<file path="src/rtl/mem_arb_pkg.sv">
// Shared types and default sizes for the memory-port arbiter.
//   - default lane counts / lane widths for the config and data address bundles
//   - arbiter FSM state encoding
//   - default-width single-requester bundle types
package mem_arb_pkg;

   localparam int CFG_LANES_DEF = 8;
   localparam int CFG_AW_DEF    = 17;
   localparam int MEM_LANES_DEF = 8;
   localparam int MEM_AW_DEF    = 16;

   typedef enum logic {
      IDLE    = 1'b0,
      GRANTED = 1'b1
   } arb_state_e;

   typedef logic [CFG_LANES_DEF*CFG_AW_DEF-1:0] cfg_addr_t;
   typedef logic [MEM_LANES_DEF*MEM_AW_DEF-1:0] mem_addr_t;

endpackage

</file>
<file path="src/rtl/rr_picker.sv">
// Combinational winner selection for the arbiter.
//   req   in  N      candidate request vector
//   ptr   in  IW     index of the last grantee (round-robin start point)
//   rr_en in  1      1 = round-robin from ptr+1, 0 = highest set index wins
//   found out 1      any candidate present
//   idx   out IW     chosen index (0 when nothing found)
module rr_picker #(
   parameter int N  = 2,
   parameter int IW = $clog2(N)
) (
   input  logic [N-1:0]  req,
   input  logic [IW-1:0] ptr,
   input  logic          rr_en,
   output logic          found,
   output logic [IW-1:0] idx
);

   logic upper_hit;

   always_comb begin
      found     = |req;
      idx       = '0;
      upper_hit = 1'b0;
      if (rr_en) begin
         // Lowest set bit strictly above ptr; descending scan so the last hit is the lowest.
         for (int i = N - 1; i >= 0; i--) begin
            if (req[i] && (i > int'(ptr))) begin
               idx       = IW'(i);
               upper_hit = 1'b1;
            end
         end
         // Nothing above ptr: wrap to the lowest set bit overall.
         if (!upper_hit) begin
            for (int i = N - 1; i >= 0; i--) begin
               if (req[i]) idx = IW'(i);
            end
         end
      end else begin
         for (int i = 0; i < N; i++) begin
            if (req[i]) idx = IW'(i);
         end
      end
   end

endmodule

</file>
<file path="src/rtl/mem_port_arbiter.sv">
// N-way arbiter for the shared config-memory / data-memory address ports.
//   clk              in   clock
//   rst              in   synchronous active-high reset
//   request          in   per-requester request level
//   done             in   release pulse, honoured only on the granted index
//   caddress         in   packed config address bundles, requester i at slice i
//   maddress         in   packed data address bundles, requester i at slice i
//   grant            out  registered one-hot grant, zero when idle
//   grant_valid      out  any grant active
//   grant_id         out  index of the current grantee
//   config_address   out  config bundle of the grantee, zero when idle
//   data_mem_address out  data bundle of the grantee, zero when idle
//   timeout_pulse    out  one-cycle pulse after a forced release
//
// state   | meaning
// IDLE    | no grant outstanding, waiting for any request
// GRANTED | grant_id owns the ports until drop, done or hold timeout
module mem_port_arbiter
   import mem_arb_pkg::*;
#(
   parameter int NUM_REQ   = 2,
   parameter int CFG_LANES = CFG_LANES_DEF,
   parameter int CFG_AW    = CFG_AW_DEF,
   parameter int MEM_LANES = MEM_LANES_DEF,
   parameter int MEM_AW    = MEM_AW_DEF,
   parameter int RR_EN     = 1,
   parameter int MAX_HOLD  = 16
) (
   input  logic                                  clk,
   input  logic                                  rst,
   input  logic [NUM_REQ-1:0]                    request,
   input  logic [NUM_REQ-1:0]                    done,
   input  logic [NUM_REQ*CFG_LANES*CFG_AW-1:0]   caddress,
   input  logic [NUM_REQ*MEM_LANES*MEM_AW-1:0]   maddress,
   output logic [NUM_REQ-1:0]                    grant,
   output logic                                  grant_valid,
   output logic [$clog2(NUM_REQ)-1:0]            grant_id,
   output logic [CFG_LANES*CFG_AW-1:0]           config_address,
   output logic [MEM_LANES*MEM_AW-1:0]           data_mem_address,
   output logic                                  timeout_pulse
);

   localparam int IW = $clog2(NUM_REQ);
   localparam int CW = CFG_LANES * CFG_AW;
   localparam int MW = MEM_LANES * MEM_AW;
   // With no timeout the counter is still kept one bit wide so the design elaborates.
   localparam int HW = (MAX_HOLD > 0) ? $clog2(MAX_HOLD + 1) : 1;
   localparam logic [HW-1:0] HOLD_LIMIT = HW'((MAX_HOLD > 0) ? MAX_HOLD - 1 : 0);
   localparam logic [HW-1:0] HOLD_SAT   = {HW{1'b1}};

   arb_state_e        state_q, state_d;
   logic [NUM_REQ-1:0] grant_q, grant_d;
   logic [IW-1:0]      gid_q, gid_d;
   logic [IW-1:0]      ptr_q, ptr_d;
   logic [HW-1:0]      hold_cnt_q, hold_cnt_d;
   logic               to_q, to_d;

   logic [NUM_REQ-1:0] pick_req;
   logic               pick_found;
   logic [IW-1:0]      pick_idx;
   logic               rel_drop, rel_done, rel_timeout;

   // While granted only the other requesters compete, so a release hands over at once.
   assign pick_req = (state_q == GRANTED) ? (request & ~grant_q) : request;

   rr_picker #(
      .N  (NUM_REQ),
      .IW (IW)
   ) u_picker (
      .req   (pick_req),
      .ptr   (ptr_q),
      .rr_en (RR_EN != 0),
      .found (pick_found),
      .idx   (pick_idx)
   );

   assign rel_drop    = !request[gid_q];
   assign rel_done    = done[gid_q];
   // A timeout is only a forced release when the grantee would otherwise have kept the grant.
   assign rel_timeout = (MAX_HOLD != 0) && (hold_cnt_q == HOLD_LIMIT) && !rel_drop && !rel_done;

   always_comb begin
      state_d    = state_q;
      grant_d    = grant_q;
      gid_d      = gid_q;
      ptr_d      = ptr_q;
      hold_cnt_d = hold_cnt_q;
      to_d       = 1'b0;
      case (state_q)
         IDLE: begin
            if (pick_found) begin
               state_d          = GRANTED;
               grant_d          = '0;
               grant_d[pick_idx] = 1'b1;
               gid_d            = pick_idx;
               ptr_d            = pick_idx;
               hold_cnt_d       = '0;
            end
         end
         GRANTED: begin
            if (rel_drop || rel_done || rel_timeout) begin
               to_d = rel_timeout;
               if (pick_found) begin
                  grant_d           = '0;
                  grant_d[pick_idx] = 1'b1;
                  gid_d             = pick_idx;
                  ptr_d             = pick_idx;
                  hold_cnt_d        = '0;
               end else if (rel_timeout) begin
                  hold_cnt_d = '0;
               end else begin
                  state_d = IDLE;
                  grant_d = '0;
               end
            end else if (hold_cnt_q != HOLD_SAT) begin
               hold_cnt_d = hold_cnt_q + 1'b1;
            end
         end
         default: begin
            state_d = IDLE;
            grant_d = '0;
         end
      endcase
   end

   always_ff @(posedge clk) begin
      if (rst) begin
         state_q    <= IDLE;
         grant_q    <= '0;
         gid_q      <= '0;
         ptr_q      <= IW'(NUM_REQ - 1);
         hold_cnt_q <= '0;
         to_q       <= 1'b0;
      end else begin
         state_q    <= state_d;
         grant_q    <= grant_d;
         gid_q      <= gid_d;
         ptr_q      <= ptr_d;
         hold_cnt_q <= hold_cnt_d;
         to_q       <= to_d;
      end
   end

   assign grant            = grant_q;
   assign grant_valid      = |grant_q;
   assign grant_id         = gid_q;
   assign timeout_pulse    = to_q;
   assign config_address   = grant_valid ? caddress[int'(gid_q)*CW +: CW] : '0;
   assign data_mem_address = grant_valid ? maddress[int'(gid_q)*MW +: MW] : '0;

endmodule

</file>
<file path="config.mk">
export PLATFORM = sky130hd
export DESIGN_NAME = mem_port_arbiter
export DESIGN_NICKNAME = d
export VERILOG_FILES = /design/src/rtl/mem_arb_pkg.sv /design/src/rtl/rr_picker.sv /design/src/rtl/mem_port_arbiter.sv
export SDC_FILE = /design/constraint.sdc
export NUM_CORES = 1
export LEC_CHECK = 0
export ABC_AREA = 1
export CAP_MARGIN = 10
export CELL_PAD_IN_SITES_DETAIL_PLACEMENT = 1
export CELL_PAD_IN_SITES_GLOBAL_PLACEMENT = 1
export CORE_AREA = 2 2 310 312
export DETAILED_ROUTE_END_ITERATION = 8
export DIE_AREA = 0 0 312 314
export PLACE_DENSITY = 0.43
export SLEW_MARGIN = 5
export SYNTH_ARGS = -nofsm -noshare
export SYNTH_HDL_FRONTEND = slang
export SYNTH_SLANG_ARGS = --single-unit
</file>
<file path="constraint.sdc">
create_clock -name clk -period 2.5 [get_ports clk]
set_input_delay 0.25 -clock clk [delete_from_list [all_inputs] [get_ports clk]]
set_output_delay 0.25 -clock clk [all_outputs]
set_load 0.05 [all_outputs]
</file>
==> impl_results.md, run 1 <==
* Cell with the most instances after synthesis: nand2_1
* Seq cells post-synth at 11
* Setup Skew at between 0.002 and 0.003 ns
* Pin count of the biggest net entering global routing at 85
* Final TNS setup at 0 ns
* Final worst slack at around 0.23 ns
* Total global-route track usage at 11.53%
* Synthesis Warnings at 0
* Die H at 314 microns
* Final min period at 2.273 ns
* DRT iter0 DRCs at between 300 and 400
* Layout fillers at 11,360
* Num ports at about 800
* First-pass GRT wire length at around 82,000 microns
* Pwr per Cell Area at a little over 400 nW/um^2
* Hold Path Class: reg2reg
* R2r setup slk at roughly 0.72 ns
* Clk sinks at 11
* Worst Setup SP: grant_id$_SDFFE_PP0P_
* Post-CTS setup buffer count at 0
* Routed WL per cell at 19.86 microns
* Synth area leaders: nand2_1, a21oi_1, buf_2, dfxtp_1, buf_4
* Yosys cell types at 22
* Final setup fails at 0
* CP required at around 2.3 ns
* Crit Path Max Fanout at 43
* CTS Hold Bufs at 0
* Nets at 2,285
* Post-DP HPWL at 52,680 microns
* Worst Reg-to-Reg Cells at 10
* Initial Utilization at 4.768%
* Initial antenna violation count at 7
* Global route overflow at 0
* Endpoint class of the critical path: primary output
* CTS max path bufs at 2
* Tot Pwr at approximately 6.7 mW
* Ys async rst share at 0%
* Critical path type: reg2out
* Place WS at 0.4867 ns
* Avg Synthesized Cell Area at 4.619 sq um
* CP Launch Type: register
* Worst-skew pair later-pin latency at about 0.24 ns
* Core footprint at approximately 94,000 sq um
* Fin crit share at about nine tenths
* CTS HTree Levels at 1
* Final instance area at roughly 16,000 sq um
* Clock slew at reported path FFs at 0.04 ns
* EDFF count, synth at 0
* Ys flop type: dfxtp_1
* RD Place Congestion at just under 0.9
* Die area at 97,970 sq um
* R2R Path End: hold_cnt_q[4]$_SDFFE_PP0P_
* Num CTS Buffers at 3
* Routed via count at approximately 9,700
* Max Slew Vio Count at 0
* FF+latch area at 224.0 sq um
* Root Buffer: clkbuf_16
* Final Util at 17.12%
* Die width at roughly 310 microns
* Synth Cell Area at between 4000 and 5000 sq um
* Worst EP arrival at roughly 2.0 ns
* Largest area contributor in the netlist: nand2_1
* Capture point of the worst path: data_mem_address[42]
* VDD IR max at roughly 160 uV
* # port buffers at about 800
* Vias/cell at 3.208
* Post-DRT Antenna Nets at 0
* Detailed Route WL at 59,880 microns
* Seq/Total Area, Yosys at under 10%
* Launch point of the worst reg-to-reg path: hold_cnt_q[0]$_SDFFE_PP0P_
* RSZ-0062 raised after global routing: no
* Slew headroom at a little under three fifths
* Vias in the first global route at about 11,000
* Synth top area share at 45.60%
* MaxCap Viol Count at 0
* Leakage at around 6.4 nW
* Post-Syn Instances at between 900 and 1,000
* Placed inst area at between 15,000 and 20,000 sq um
* FP Rows at ~110
* DRC at 0
* Max Fclk at around 0.44 GHz
* List of most frequent post-synthesis cells: nand2_1, a21oi_1, buf_2
* Synthesized net count at 1,512
* Post-CTS Resized at 0
* CTS tree: yes
* Multi-input logic area at approximately 3700 sq um
* Layout cells sized above 1 at about a fifth
* Final hold viol count at 0
* Status: complete, no violations
* Drt first pass iters at 4
* Worst Max-Slew Pin Slew at about 0.66 ns
* Area grow syn2layout at 259.2%
cells in the final DEF (no fill, tap or decap), drive strengths merged:
cell,Yosys,layout
xor2,1,1
o21ai,1,1
nand3,11,11
buf,87,321
a21oi,267,267
nand4,5,5
clkbuf,2,4
inv,16,16
nor3,1,1
dfxtp,11,11
nor2,17,17
nand2,553,553
clkdlybuf4s50,0,536
ha,3,3
diode,0,3
report_power, final:
group	internal, mW	switching [mW]	leakage, nW
combinational	2.71	3.49	6.30
sequential	0.189	0.0205	0.0913
clock	0.215	0.0885	0.0382
flip-flops by register name (all words and copies together) (netlist names):
name	cells
grant	2
state_q	1
grant_id	1
hold_cnt_q	5
timeout_pulse	1
ptr_q	1
cells by family after synthesis:
kind of cell	share of synthesized area, %
AOI/OAI and AO/OA	29.79
xor gates and xnor gates	0.1945
adders and majority gates	0.8337
buffers and inverters	12.61
DFF	4.890
and+or+nand+nor	51.68
layer usage:
| metal | routed length, microns | track usage, % | vias up |
|---|---|---|---|
| met5 | 45 | 0 | - |
| met4 | 825 | 1.694 | 8 |
| met3 | 5456 | 4.051 | 35 |
| met2 | 29740 | 20.50 | 467 |
| met1 | 23820 | 13.51 | 4495 |
| li1 | - | - | 4668 |
how the worst min path moves through the flow:
| stage | slack (ns) | startpoint | depth (start not counted) | end |
|---|---|---|---|---|
| global placement | 0.45 | ptr_q$_SDFFE_PP1P_ | 2 | ptr_q$_SDFFE_PP1P_ |
| finish | 0.46 | ptr_q$_SDFFE_PP1P_ | 2 | ptr_q$_SDFFE_PP1P_ |
| detailed placement | 0.45 | ptr_q$_SDFFE_PP1P_ | 2 | ptr_q$_SDFFE_PP1P_ |
| floorplan | 0.32 | rst | 1 | grant[1]$_SDFFE_PP0P_ |
| CTS | 0.47 | ptr_q$_SDFFE_PP1P_ | 2 | ptr_q$_SDFFE_PP1P_ |
| global route | 0.50 | ptr_q$_SDFFE_PP1P_ | 2 | ptr_q$_SDFFE_PP1P_ |
cell type report:
cell class / count / share of cell area [%]
inverter: 16 / 0.4178
clock buffer: 4 / 0.4874
antenna: 3 / 0.04642
timing repair buffer: 857 / 64.86
multi-input combinational: 859 / 23.02
sequential: 11 / 1.385
tap: 1265 / 9.786
worst max-delay path: stages (launching register included):
cell and delay (ns):
dfxtp_4 0.38, buf_12 0.24, buf_12 0.26, nand2_1 0.08, a21oi_1 0.43, buf_4 0.30
through the flow:
step / hold slack [ns] / instances
global placement: 0.4453 / 3008
CTS: 0.4658 / 3012
floorplan: 0.3191 / 975
detailed placement: 0.4526 / 3008
global route: 0.4999 / 3014
finish: 0.4614 / 3015
(Power assumes the default switching activity.)
==> inputs of run 2 (changes only) <==
- SLEW_MARGIN: 5 -> default
==> results of run 2 <==
No change in the layout: final DEF, timing and power equal those of run 1.
==> inputs of run 3 (changes only) <==
- PLACE_DENSITY: 0.43 -> default
- PLACE_DENSITY_LB_ADDON: default -> 0.1
==> impl_results.md, run 3 (synthesized netlist as in run 1, its figures left out) <==
* Largest register FFs at 5 (unchanged)
* FP Rows at 113 (unchanged)
* Post-DP HPWL at 47,820 microns (-9.2%)
* Worst EP arrival at 2.03 ns (about the same)
* Cell internal pwr at 3.182 mW (+2.1%)
* Die area at 97,970 sq um (unchanged)
* Total global-route track usage at 10.59% (-0.93 points)
* Final TNS setup at 0 ns (unchanged)
* VDD IR max at 154.7 uV (-4.0%)
* Detailed Route WL at 55,560 microns (-7.2%)
* Initial Utilization at 4.768% (unchanged)
* Final Util at 17.23% (+0.11 points)
* Seq pwr share at 3.1% (about the same)
* Area grow syn2layout at 261.4%
* Endpoint class of the critical path: primary output
* Nets at 2,259 (-1.1%)
* Tot Pwr at 6.687 mW (-0.49%)
* CP Launch Type: register
* CTS tree: yes
* RD Place Congestion at 0.8387 (-5.3%)
* Vias in the first global route at 9,977 (-6.0%)
* Max Fclk at 0.4391 GHz (-0.16%)
* CTS HTree Levels at 1 (unchanged)
* Post-DRT Antenna Nets at 0 (unchanged)
* Post-CTS setup buffer count at 0 (unchanged)
* DRT iter0 DRCs at 248 (-25%)
* Place WS at 0.4457 ns (-0.04097 ns)
* Fin crit share at 91.09% (+0.15 points)
* Clock slew at reported path FFs at 0.04 ns (about the same)
* Initial antenna violation count at 5 (-2)
* Hold Path Class: reg2reg
* Num ports at 803 (unchanged)
* P_sw at 3.504 mW (-2.7%)
* Pin count of the biggest net entering global routing at 77 (-9.4%)
* Routed WL per cell at 18.61 microns (-6.3%)
* Slew headroom at 63.50% (+7.9 points)
* Max Slew Vio Count at 0 (unchanged)
* RSZ-0062 raised after global routing: no
* Final worst slack at 0.2228 ns (-0.003748 ns)
* Num CTS Buffers at 3 (unchanged)
* Most common cell after layout, fill and taps aside: nand2_1
* Clk sinks at 11 (unchanged)
* Most flops, register: hold_cnt_q
* Number of diodes at 0 (-3)
* DRC at 0 (unchanged)
* Routed via count at 9,361 (-3.2%)
* Crit Path Max Fanout at 76 (+77%)
* Final min period at 2.277 ns (+0.003748 ns)
* Gate power share at 92.4% (about the same)
* Status: complete, no violations
* Leakage at 6.384 nW (-0.75%)
* Worst Max-Slew Pin Slew at 0.5458 ns (-0.1182 ns)
* Core footprint at 94,450 sq um (unchanged)
* Layout cells sized above 1 at 18.13% (-1.3 points)
* Critical path type: reg2out
* # port buffers at 802 (unchanged)
* Worst Setup SP: grant_id$_SDFFE_PP0P_
* Global route overflow at 0 (unchanged)
* Launch point of the worst reg-to-reg path: hold_cnt_q[0]$_SDFFE_PP0P_
* Clock share of power at 4.5% (about the same)
* Setup Skew at 0.006754 ns (+0.003831 ns)
* Drt first pass iters at 4 (unchanged)
* First-pass GRT wire length at 76,580 microns (-6.6%)
* Sw Share at 52.41% (-1.2 points)
* Vias/cell at 3.135 (-2.3%)
* MaxCap Viol Count at 0 (unchanged)
* Root Buffer: clkbuf_16
* Hold Path Origin: ptr_q$_SDFFE_PP1P_
* Pwr per Cell Area at 410.9 nW/um^2 (-1.1%)
* Post-CTS Resized at 0 (unchanged)
* Most frequent cells in the layout: nand2_1, clkdlybuf4s50_1, a21oi_1
* CTS max path bufs at 2 (unchanged)
* Worst-skew pair later-pin latency at 0.24 ns (about the same)
* Die width at 312 microns (unchanged)
* Final setup fails at 0 (unchanged)
* CTS Hold Bufs at 0 (unchanged)
* Final hold viol count at 0 (unchanged)
* CP required at 2.25 ns (about the same)
* Die H at 314 microns (unchanged)
-- run 3: cell count changes in the layout (fill, tap and decap cells not counted) --
cell	before	now
buf_4	104	53
diode_2	3	0
clkdlybuf4s50_1	536	537
buf_12	217	241
-- run 3: through the flow --
stage,instance area (sq um),hold slack (ns),std cells
floorplan,4503,0.3191,975
global placement,16190,0.4497,2982
detailed placement,16190,0.4651,2982
CTS,16270,0.4741,2986
global route,16270,0.4978,2986
finish,16270,0.4693,2986
-- run 3: worst paths after layout --
| check | endpoint | slack, ns | cells past startpoint |
|---|---|---|---|
| min reg2reg | ptr_q$_SDFFE_PP1P_ | 0.47 | 2 |
| max reg2reg | hold_cnt_q[4]$_SDFFE_PP0P_ | 0.77 | 10 |
| min | ptr_q$_SDFFE_PP1P_ | 0.47 | 2 |
| max | config_address[63] | 0.22 | 5 |
-- run 3: power by group through the flow --
stage                     combinational [mW]  clock, mW  sequential (mW)
final                                   6.18      0.301            0.205
after global routing                    6.49      0.321            0.207
after CTS                               6.31      0.315            0.205
after detailed placement                6.29          0            0.209
after global placement                  6.30          0            0.208
after floorplan                         2.75          0            0.218
-- run 3: layer usage --
metal	vias to the layer above	track usage, %	wire, microns
li1	4610	-	-
met1	4342	10.74	19320
met2	387	21.84	31840
met3	14	3.241	4176
met4	8	0.4371	176
met5	-	0	53
-- run 3: layout make-up --
type / instances / area, sq um
multi-input combinational: 859 / 3722
tap: 1265 / 1583
timing repair buffer: 831 / 10600
fill: 11350 / 78170
clock buffer: 4 / 78.83
inverter: 16 / 67.56
sequential: 11 / 224.0
-- run 3: critical path: stages, from the launching register on --
cell     delay [ns]
dfxtp_4        0.41
buf_12         0.28
buf_4          0.40
nand2_1        0.10
a21oi_1        0.28
buf_12         0.18
